===== config.mk =====
export PLATFORM = sky130hd
export DESIGN_NAME = sram_port_arbiter
export DESIGN_NICKNAME = d
export VERILOG_FILES = /design/src/rtl/sram_port_arbiter.sv
export SDC_FILE = /design/constraint.sdc
export NUM_CORES = 1
export LEC_CHECK = 0
export ABC_AREA = 1
export BUFFER_PORTS_ARGS = -buffer_cell sky130_fd_sc_hd__buf_2
export CAP_MARGIN = 30
export CELL_PAD_IN_SITES_DETAIL_PLACEMENT = 0
export CELL_PAD_IN_SITES_GLOBAL_PLACEMENT = 1
export CORE_MARGIN = 10
export CORE_UTILIZATION = 25
export DETAILED_ROUTE_END_ITERATION = 10
export GPL_TIMING_DRIVEN = 0
export PLACE_DENSITY = 0.76
export SYNTH_ARGS = -nofsm -noshare
export SYNTH_HDL_FRONTEND = slang
export SYNTH_SLANG_ARGS = --single-unit

===== constraint.sdc =====
create_clock -name i_clk -period 2.2 [get_ports i_clk]
set_input_delay 0.22 -clock i_clk [delete_from_list [all_inputs] [get_ports i_clk]]
set_output_delay 0.22 -clock i_clk [all_outputs]
set_load 0.005 [all_outputs]

===== src/rtl/sram_port_arbiter.sv =====
// ============================================================================
// Module  : sram_port_arbiter
// Purpose : Shares a 1RW1R 32x256 SRAM macro between a byte-wide core port
//           (fixed priority) and a Wishbone host port with bounded wait.
// Rev     : 1.0  initial release
// ============================================================================
`default_nettype none

module sram_port_arbiter #(
    parameter int ADDR_W  = 8,
    parameter int TIMEOUT = 64,
    parameter int CNT_W   = 16
) (
    input  logic              i_clk,
    input  logic              i_rst,
    input  logic [ADDR_W+1:0] i_core_waddr,
    input  logic [7:0]        i_core_wdata,
    input  logic              i_core_wen,
    input  logic [ADDR_W+1:0] i_core_raddr,
    input  logic              i_core_ren,
    output logic [7:0]        o_core_rdata,
    input  logic [31:0]       i_wb_adr,
    input  logic [31:0]       i_wb_dat,
    input  logic [3:0]        i_wb_sel,
    input  logic              i_wb_we,
    input  logic              i_wb_stb,
    output logic [31:0]       o_wb_rdt,
    output logic              o_wb_ack,
    output logic              o_wb_err,
    output logic              o_csb0,
    output logic              o_web0,
    output logic [3:0]        o_wmask0,
    output logic [ADDR_W-1:0] o_addr0,
    output logic [31:0]       o_din0,
    output logic              o_csb1,
    output logic [ADDR_W-1:0] o_addr1,
    input  logic [31:0]       i_dout1,
    output logic [CNT_W-1:0]  o_conflicts
);

    localparam int              C_TO_W    = $clog2(TIMEOUT) + 1;
    localparam logic [C_TO_W-1:0] C_TO_LAST = C_TO_W'(TIMEOUT - 1);

    typedef enum logic [1:0] {
        S_IDLE    = 2'd0,
        S_RD_WAIT = 2'd1,
        S_RESP    = 2'd2
    } state_t;

    state_t              r_state;
    state_t              w_state_nxt;
    logic [C_TO_W-1:0]   r_to_cnt;
    logic [C_TO_W-1:0]   w_to_cnt_nxt;
    logic                r_ack;
    logic                r_err;
    logic                w_ack_nxt;
    logic                w_err_nxt;
    logic [31:0]         r_rdt;
    logic [1:0]          r_bsel;
    logic [CNT_W-1:0]    r_conf;

    logic w_host_wr;
    logic w_host_rd;
    logic w_wr_go;
    logic w_rd_go;
    logic w_blocked;
    logic w_csb0;
    logic w_web0;
    logic w_csb1;
    logic w_unused;

    assign w_host_wr = (r_state == S_IDLE) && i_wb_stb &&  i_wb_we;
    assign w_host_rd = (r_state == S_IDLE) && i_wb_stb && !i_wb_we;
    assign w_wr_go   = w_host_wr && !i_core_wen;
    assign w_rd_go   = w_host_rd && !i_core_ren;
    assign w_blocked = (w_host_wr && i_core_wen) || (w_host_rd && i_core_ren);

    // Core always wins port 0; the host only fills cycles the core leaves idle.
    always_comb begin
        w_csb0   = 1'b1;
        w_web0   = 1'b1;
        o_wmask0 = 4'h0;
        o_addr0  = '0;
        o_din0   = 32'h0;
        if (i_core_wen) begin
            w_csb0   = 1'b0;
            w_web0   = 1'b0;
            o_wmask0 = 4'b0001 << i_core_waddr[1:0];
            o_addr0  = i_core_waddr[ADDR_W+1:2];
            o_din0   = {4{i_core_wdata}};
        end else if (w_wr_go) begin
            w_csb0   = 1'b0;
            w_web0   = 1'b0;
            o_wmask0 = i_wb_sel;
            o_addr0  = i_wb_adr[ADDR_W+1:2];
            o_din0   = i_wb_dat;
        end
    end

    always_comb begin
        w_csb1  = 1'b1;
        o_addr1 = '0;
        if (i_core_ren) begin
            w_csb1  = 1'b0;
            o_addr1 = i_core_raddr[ADDR_W+1:2];
        end else if (w_rd_go) begin
            w_csb1  = 1'b0;
            o_addr1 = i_wb_adr[ADDR_W+1:2];
        end
    end

    assign o_csb0 = w_csb0 | i_rst;
    assign o_web0 = w_web0 | i_rst;
    assign o_csb1 = w_csb1 | i_rst;

    always_comb begin
        w_state_nxt  = r_state;
        w_to_cnt_nxt = '0;
        w_ack_nxt    = 1'b0;
        w_err_nxt    = 1'b0;
        case (r_state)
            S_IDLE: begin
                if (w_wr_go) begin
                    w_state_nxt = S_RESP;
                    w_ack_nxt   = 1'b1;
                end else if (w_rd_go) begin
                    w_state_nxt = S_RD_WAIT;
                end else if (w_blocked) begin
                    if (r_to_cnt == C_TO_LAST) begin
                        w_state_nxt = S_RESP;
                        w_err_nxt   = 1'b1;
                    end else begin
                        w_to_cnt_nxt = r_to_cnt + 1'b1;
                    end
                end
            end
            S_RD_WAIT: begin
                w_state_nxt = S_RESP;
                w_ack_nxt   = 1'b1;
            end
            S_RESP:  w_state_nxt = S_IDLE;
            default: w_state_nxt = S_IDLE;
        endcase
    end

    always_ff @(posedge i_clk or posedge i_rst) begin
        if (i_rst) begin
            r_state  <= S_IDLE;
            r_to_cnt <= '0;
            r_ack    <= 1'b0;
            r_err    <= 1'b0;
            r_rdt    <= 32'h0;
            r_bsel   <= 2'b00;
            r_conf   <= '0;
        end else begin
            r_state  <= w_state_nxt;
            r_to_cnt <= w_to_cnt_nxt;
            r_ack    <= w_ack_nxt;
            r_err    <= w_err_nxt;
            // Safe to capture unconditionally: the core did not read last cycle.
            if (r_state == S_RD_WAIT) begin
                r_rdt <= i_dout1;
            end
            if (i_core_ren) begin
                r_bsel <= i_core_raddr[1:0];
            end
            if (w_blocked && (r_conf != {CNT_W{1'b1}})) begin
                r_conf <= r_conf + 1'b1;
            end
        end
    end

    assign o_core_rdata = i_dout1[{r_bsel, 3'b000} +: 8];
    assign o_wb_rdt     = r_rdt;
    assign o_wb_ack     = r_ack;
    assign o_wb_err     = r_err;
    assign o_conflicts  = r_conf;

    assign w_unused = ^{i_wb_adr[31:ADDR_W+2], i_wb_adr[1:0]};

endmodule

`default_nettype wire


; Yosys cells after proc, flatten, opt, wreduce, memory -nomap -nowiden
; Cells that the tools add are included.
[totals]
regBits = 61
input_bits = 134
output_inout_bits = 113
[op_classes]
add_sub_neg = 2
n_eq_ne = 5
shift = 2
mux = 29
bitwise_logic = 2
n_reduce_logical = 14
[ops]
columns = cell, count
row1 = $mux 32, 2
row2 = $mux 7, 5
row3 = $mux 8, 4
row4 = $shiftx 32x6->8, 1
row5 = $add 16x1->16 const B, 1
row6 = $ne 16x16->1 const B, 1
row7 = $mux 1, 10
row8 = $logic_and 1x1->1, 8
row9 = $mux 2, 4
row10 = $mux 4, 2
row11 = $add 7x1->7 const B, 1
row12 = $eq 7x6->1 const B, 1
row13 = $ne 4x3->1 const B, 1
row14 = $ne 4x4->1 const B, 1
row15 = $pmux 2 s2, 1
row16 = $shl 1x2->4 const A, 1
row17 = $logic_not 1->1, 3
row18 = $eq 2x1->1 const B, 1
row19 = $logic_not 2->1, 1
row20 = $or 1x1->1, 2
row21 = $pmux 1 s2, 1
row22 = $reduce_and 2->1, 1
row23 = $logic_or 1x1->1, 1

; Depth between registers and ports, before layout
; Gate-level depths: netlist of the first run.
[logic_depth]
word_depth = 9
mapped_depth = 11
ltp_nobuf = 10

; Worst setup path before layout of the first run
; OpenSTA, ideal clock, no wires.
[synth_path]
kind = input to output
startpoint = in i_rst
endpoint = out o_web0
t_arrival_ps = 2175
t_required_ps = 1980
setup_slack_ps = -195
stages = 3
n_path_buf = 1
path_cell_list = inv_1 -> o21ai_0 -> buf_4
[synth_via]
elab_chain_len = 1
[synth_rtl]
columns = element, line_no
row1 = start: declaration, 15  ; input logic i_rst,
row2 = $or 1x1->1, --
row3 = end: declaration, 31  ; output logic o_web0,
; Every way passes these cells.

; Final worst setup path of the first run
[layout_path]
startpoint = reg r_state[1]
endpoint = out o_din0[13]
[layout_via]
elab_chain_len = 6
[layout_rtl]
columns = element, line_no
row1 = start: declaration, 50  ; state_t r_state;
row2 = start signal: assignment, 156  ; r_state <= w_state_nxt;
row3 = $logic_not 2->1, 72  ; assign w_host_wr = (r_state == S_IDLE) && i_wb_stb && i_wb_we;
row4 = $logic_and 1x1->1 (2 in a row), 72
row5 = $logic_and 1x1->1, 74  ; assign w_wr_go = w_host_wr && !i_core_wen;
row6 = $mux 32, 91  ; end else if (w_wr_go) begin
row7 = $mux 32, 85  ; if (i_core_wen) begin
row8 = end: declaration, 34  ; output logic [31:0] o_din0,
; Every way passes these cells.

==> results of run 1 <==
[kinds of logic (layout without fill, tap and decap cells)]
family          Yosys count  after routing  synth area share, %
xor+xnor                  7              7                 1.71
simple gates            253            253                 30.3
compound gates           56             56                 8.20
fa+ha+maj                 2              2                0.697
mux                      32             32                 10.0
flops                    61             61                 42.6
buf+inv                  51            291                 6.52
[flip-flops by register name, indices dropped and copies added, names as in the netlist]
name and cells:
o_wb_rdt 32, o_conflicts 16, r_to_cnt 7, r_bsel 2
r_state 2, o_wb_ack 1, o_wb_err 1
[area by class of cell]
type                       instances  area (µm²)  share of cell area (%)
clock inverter                     5         100                    1.88
buffer                            16         101                    1.91
tap                              180         225                    4.24
sequential                        61        1530                    28.7
inverter                          35         141                    2.66
multi-input combinational        350        1830                    34.4
timing repair buffer             225        1160                    21.9
clock buffer                      10         229                    4.31
[what timing repair did]
action,4_1_cts,5_1_grt
setup buffers,0,0
hold buffers,2,0
gates resized for setup,0,4
hold endpoints to repair,25,0
setup endpoints to repair,0,9
[stage by stage]
stage | instance area, µm² | total power [mW] | util [%] | setup WS, ps
global route | 5310 | 5.04 | 38.0 | 16.8
detailed placement | 4950 | 3.20 | 35.4 | 259
CTS | 5310 | 4.82 | 37.9 | 27.3
finish | 5310 | 4.73 | 38.0 | 173
floorplan | 3590 | 2.40 | - | 375
global placement | 4930 | 3.16 | 35.2 | -326
[path summary, 6_finish.rpt]
check	from	to
max reg2reg	o_conflicts[0]	o_conflicts[0]
max	r_state[1]	o_din0[13]
min in group asynchronous	i_rst	o_conflicts[0]
min	i_core_raddr[0]	r_bsel[0]
min reg2reg	r_to_cnt[0]	r_to_cnt[0]
max in group asynchronous	i_rst	o_wb_rdt[18]
[critical path, delay by kind of cell, from the launching register on]
kind,cells,cell delay [ps]
buffers and inverters,3,450
flip-flops,1,400
AND/OR/NAND/NOR,5,620
[power breakdown]
group	internal [mW]	switching [mW]
Clock	1.09	0.492
Sequential	1.48	0.209
Combinational	0.752	0.703
[cell usage in the layout, fill, tap and decap left out, types with 5 or more instances in the layout]
| master | netlist | final |
|---|---|---|
| sky130_fd_sc_hd__buf_2 | 5 | 227 |
| sky130_fd_sc_hd__nand2_1 | 177 | 177 |
| sky130_fd_sc_hd__dfrtp_1 | 61 | 61 |
| sky130_fd_sc_hd__o21ai_0 | 36 | 36 |
| sky130_fd_sc_hd__nor2_1 | 35 | 34 |
| sky130_fd_sc_hd__mux2_2 | 32 | 32 |
| sky130_fd_sc_hd__inv_1 | 31 | 30 |
| sky130_fd_sc_hd__nand2_2 | 13 | 13 |
| sky130_fd_sc_hd__o21ai_1 | 9 | 9 |
| sky130_fd_sc_hd__clkbuf_16 | 0 | 9 |
| sky130_fd_sc_hd__o22ai_1 | 8 | 8 |
| sky130_fd_sc_hd__nand4_1 | 7 | 7 |
| sky130_fd_sc_hd__xnor2_1 | 7 | 7 |
| sky130_fd_sc_hd__nand3_1 | 6 | 6 |
| sky130_fd_sc_hd__clkbuf_1 | 5 | 5 |
[routing by layer]
layer  up-vias  track usage (%)
met5         -                0
met4         0             5.54
met3        16             5.85
met2       161             24.0
met1      1736             15.5
li1       1961                -
==> impl_metrics.csv, run 1 <==
group,metric,value,unit
run_status,outcome,"finished clean",
cts,htreeDepth,3,
cts,cts_root_buffer,"sky130_fd_sc_hd__clkbuf_16",
worst_setup_path,worstPathMaxFanout,10,
floorplanning,die_width,140,µm
cts,clock_sinks,61,
cts,worst_setup_hold_path_clk_slew,50,ps
synthesis,dominantRegCellSynth,"sky130_fd_sc_hd__dfrtp_1",
sta,rsz0062_at_grt,"no",
sta,max_clock_freq,0.493,GHz
synthesis,synth_top_cells_by_area,"sky130_fd_sc_hd__dfrtp_1, sky130_fd_sc_hd__nand2_1, sky130_fd_sc_hd__mux2_2",
sta,totalNegativeSetupSlack,0,ps
cts,cts_tree,"done",
worst_setup_path,setup.reg_to_reg.worst_slack,570,ps
detailed_routing,viasPerCell,4.39,
cts,clk_path_buf_depth,2,
detailed_routing,drt-initial-drc-count,131,
global_routing,grt_first_pass_wirelength,22.7,mm
worst_setup_path,crit_path_start_kind,"register",
floorplanning,pin_count,247,
cts,numCtsBuffers,9,
worst_setup_path,critical_path_class,"reg -> out",
sta,final.min_clock_period,2030,ps
global_routing,grtUsageTotal,14.2,%
global_routing,antenna_found_initial,0,
sta,finalHoldViolations,0,
synthesis,count_of_flip_flops_with_a_built_in_enable_after_synthesis,0,
worst_setup_path,path_common_cell,"sky130_fd_sc_hd__nand2_1",
floorplanning,die-area,19500,µm²
sta,finalCritPeriodShare,92.1,%
detailed_routing,route.detailed.wl_per_inst,16.3,µm
worst_setup_path,timing.critical_path.slowest_stage_cell,"sky130_fd_sc_hd__dfrtp_1",
global_routing,grt_pass1_vias,4142,
synthesis,avgSynthCellArea,7.76,µm²
detailed_routing,drt.antenna.violating_nets,0,
synthesis,synthesis.nets,598,
synthesis,ys_seq_elements,61,
global_routing,grt-ovfl-total,0,
sta,timing.max_slew.rel_slack,63.5,%
detailed_routing,dr.pass1.iters,4,
synthesis,post_synth_inst_count,462,
cells_and_area,final_net_count,834,
detailed_routing,drt_drc_violations_left,0,
sta,whs,96.6,ps
synthesis,synth.top_cells.by_count,"sky130_fd_sc_hd__nand2_1, sky130_fd_sc_hd__dfrtp_1, sky130_fd_sc_hd__o21ai_0, sky130_fd_sc_hd__nor2_1, sky130_fd_sc_hd__mux2_2",
synthesis,netlist_area,3590,µm²
synthesis,synth_cell_type_count,32,
place,gp_congestion,0.748,
place,post-dp-hpwl,11.9,mm
detailed_routing,detail_route.wirelength,14.3,mm
sta,setup-violations-final,0,
worst_setup_path,cp_data_arrival_time,1810,ps
power,peakVddDrop,0.000304,V
min_path,worst_hold_path.num_cells,3,
detailed_routing,vias,3874,
place,post-place-cells,865,
synthesis,async_reset_ff_share,100,%
synthesis,synth_seq_area_share,42.6,%
sta,number_of_max_slew_violations_in_the_final_report,0,
place,buffer_ports.inserted,222,
worst_setup_path,critical-path-max-stage-delay,400,ps
run,max_cap_violations,0,
cells_and_area,antenna_cells,0,
worst_setup_path,crit_path_end_kind,"output port",
worst_setup_path,worstPathCellList,"nor2_4 > nand3_1 > nor2_2 > buf_6 > buf_4 > nand2_1 > nand2_1 > buf_2",
cells_and_area,post_layout_nonfiller_instances,882,
cts,clock_latency_at_the_later_pin_of_the_worst_skew_pair,330,ps
floorplanning,initial_utilization,25.6,%
power,p_leak,2.93,nW
floorplanning,die_height,140,µm
synthesis,synth.largest_area_cell,"sky130_fd_sc_hd__dfrtp_1",
synthesis,synth.most_common_cell,"sky130_fd_sc_hd__nand2_1",
global_routing,largest_net_degree_at_the_start_of_global_routing,39,
cells_and_area,areaGrowthSynthToFinish,48.1,%
worst_setup_path,worst-endpoint-required,1980,ps
detailed_routing,met2WireLength,6.92,mm
detailed_routing,max_used_layer,"met4",
power,powerDensity,890,nW/µm²
cells_and_area,nFillCells,1544,
cells_and_area,post_route_cells_drive_above_1_share,44.0,%
detailed_routing,dr_wl_met3,1.42,mm
sta,fin_worst_skew,8.28,ps
worst_setup_path,rr_worst_depth,11,
synthesis,yosys.area.top_type_share,42.6,%
floorplanning,fp.coreArea,14000,µm²
detailed_routing,routed_length_on_met1,5.74,mm
synthesis,yosysWarningCount,0,
floorplanning,placementRows,43,
min_path,hold_path_class,"in -> reg",
sta,worst_slew_pin_slew,548,ps
(Power assumes the default switching activity.)
==> run 2, diff against run 1 <==
- CELL_PAD_IN_SITES_DETAIL_PLACEMENT: 0 -> default
- CELL_PAD_IN_SITES_GLOBAL_PLACEMENT: 1 -> default
- CORE_UTILIZATION: 25 -> 38
- PLACE_DENSITY: 0.76 -> 0.78
==> run 2 against run 1 <==
Compared with the run above:
- largest power group unchanged
- clock skew increased by 3.0 ps
- highest routed layer unchanged
- final cell count decreased by 7.7%
- combinational power about the same
- sequential power about the same
==> impl_metrics.csv, run 2 (same netlist as run 1, synthesis figures left out) <==
group,metric,value,unit
detailed_routing,drt.antenna.violating_nets,0,
cells_and_area,largest_reg_flops,32,
worst_setup_path,cp_data_arrival_time,1810,ps
worst_setup_path,timing.critical_path.slowest_stage_cell,"sky130_fd_sc_hd__dfrtp_1",
floorplanning,placementRows,35,
floorplanning,die_height,117,µm
cts,cts_root_buffer,"sky130_fd_sc_hd__clkbuf_8",
place,post-dp-hpwl,11.1,mm
detailed_routing,vias,3922,
worst_setup_path,crit_path_start_kind,"register",
cts,clock_latency_at_the_later_pin_of_the_worst_skew_pair,340,ps
cts,htreeDepth,3,
sta,rsz0062_at_grt,"no",
power,powerDensity,828,nW/µm²
cts,clk_path_buf_depth,2,
sta,worst_slew_pin_slew,917,ps
worst_setup_path,worst-endpoint-required,1980,ps
detailed_routing,detail_route.wirelength,13.5,mm
sta,setup-violations-final,0,
floorplanning,die-area,13700,µm²
run,max_cap_violations,0,
sta,max_clock_freq,0.492,GHz
cts,clock_sinks,61,
cells_and_area,antenna_cells,0,
floorplanning,pin_count,247,
detailed_routing,viasPerCell,4.82,
sta,final.min_clock_period,2030,ps
place,buffer_ports.inserted,222,
sta,finalCritPeriodShare,92.4,%
cts,cts_tree,"done",
power,total_power,4.23,mW
global_routing,grt-ovfl-total,0,
detailed_routing,dr.pass1.iters,6,
detailed_routing,route.detailed.wl_per_inst,16.6,µm
global_routing,antenna_found_initial,0,
run_status,outcome,"finished clean",
cells_and_area,final_cell_mix,"sky130_fd_sc_hd__buf_2, sky130_fd_sc_hd__nand2_1, sky130_fd_sc_hd__dfrtp_1",
sta,whs,94.1,ps
sta,finalHoldViolations,0,
cells_and_area,layout_commonest_cell,"sky130_fd_sc_hd__buf_2",
sta,timing.max_slew.rel_slack,38.5,%
power,peakVddDrop,0.000295,V
worst_setup_path,path_buf_inv,3,
cells_and_area,final_net_count,835,
global_routing,grtUsageTotal,18.7,%
worst_setup_path,path_common_cell,"sky130_fd_sc_hd__nand2_1",
sta,fin_worst_skew,11.2,ps
worst_setup_path,critical_path_class,"reg -> out",
place,gp_congestion,0.915,
sta,number_of_max_slew_violations_in_the_final_report,0,
cts,post_cts.repair.setup_buffers,0,
worst_setup_path,worstPathMaxFanout,10,
global_routing,largest_net_degree_at_the_start_of_global_routing,38,
cts,worst_setup_hold_path_clk_slew,60,ps
cts,numCtsBuffers,9,
global_routing,grt_pass1_vias,4147,
power,p_leak,2.87,nW
worst_setup_path,worstPathCellList,"nor2_4 > nand3_1 > nor2_1 > buf_6 > buf_4 > nand2_1 > nand2_1 > buf_2",
cells_and_area,post_route_cells_drive_above_1_share,44.0,%
detailed_routing,drt-initial-drc-count,258,
cells_and_area,areaGrowthSynthToFinish,42.3,%
worst_setup_path,critical-path-max-stage-delay,410,ps
global_routing,grt_first_pass_wirelength,20.4,mm
floorplanning,fp.coreArea,9200,µm²
floorplanning,die_width,117,µm
worst_setup_path,crit_path_end_kind,"output port",
detailed_routing,drt_drc_violations_left,0,
min_path,hold_path_class,"in -> reg",
floorplanning,initial_utilization,39.0,%
worst_setup_path,crit_family,"simple AND/OR/NAND/NOR gates",
## run 2: layout make-up
class / count / area (µm²)
fill: 857 / 4090
multi-input combinational: 350 / 1830
sequential: 61 / 1530
timing repair buffer: 225 / 1150
inverter: 35 / 141
tap: 111 / 139
clock buffer: 10 / 138
buffer: 16 / 101
clock inverter: 5 / 75.1
timing repair inverter: 1 / 5.00
## run 2: metal layers
metal / up-vias / share of wire (%) / track usage [%]
met4: 0 / 1.8 / 6.51
met1: 1794 / 36 / 19.5
li1: 1954 / - / -
met3: 18 / 9.2 / 7.39
met2: 156 / 53 / 33.5
met5: - / 0 / 0
## run 2: stage by stage
| stage | cell area, µm² | setup slack, ps | util (%) | instances | setup TNS [ps] |
|---|---|---|---|---|---|
| after floorplan | 3590 | 375 | - | 462 | 0 |
| after global routing | 5100 | 31.3 | 55.5 | 814 | 0 |
| after detailed placement | 4860 | 30.5 | 52.9 | 796 | 0 |
| final | 5100 | 167 | 55.5 | 814 | 0 |
| after global placement | 4840 | -258 | 52.6 | 795 | -417 |
| after CTS | 5070 | 19.6 | 55.2 | 811 | 0 |
## run 2: final timing paths
| kind | start | to | slack, ps | cells past startpoint |
|---|---|---|---|---|
| setup / recovery | r_state[1] | o_din0[26] | 170 | 8 |
| setup reg to reg | o_conflicts[0] | o_conflicts[1] | 570 | 11 |
| max in group asynchronous | i_rst | o_wb_rdt[19] | 420 | 4 |
| hold reg to reg | r_to_cnt[0] | r_to_cnt[0] | 470 | 1 |
| min in group asynchronous | i_rst | r_to_cnt[5] | 540 | 4 |
| hold / removal | i_core_raddr[1] | r_bsel[1] | 90 | 3 |
## run 2: repair_timing
item,CTS,global route
gates resized for setup,0,3
hold buffers,0,2
setup endpoints to repair,0,12
endpoints found under the hold margin,0,18
## run 2: power breakdown
part | leakage (nW) | total [mW] | switching [mW] | internal (mW)
combinational | 1.99 | 1.45 | 0.697 | 0.750
clock | 0.112 | 1.08 | 0.421 | 0.656
sequential | 0.767 | 1.70 | 0.228 | 1.48
## run 2: tightest hold or removal path: cells and delay by family
kind | cells | cell delay [ps]
buf+inv | 1 | 70
simple gates | 1 | 40
compound gates | 1 | 60
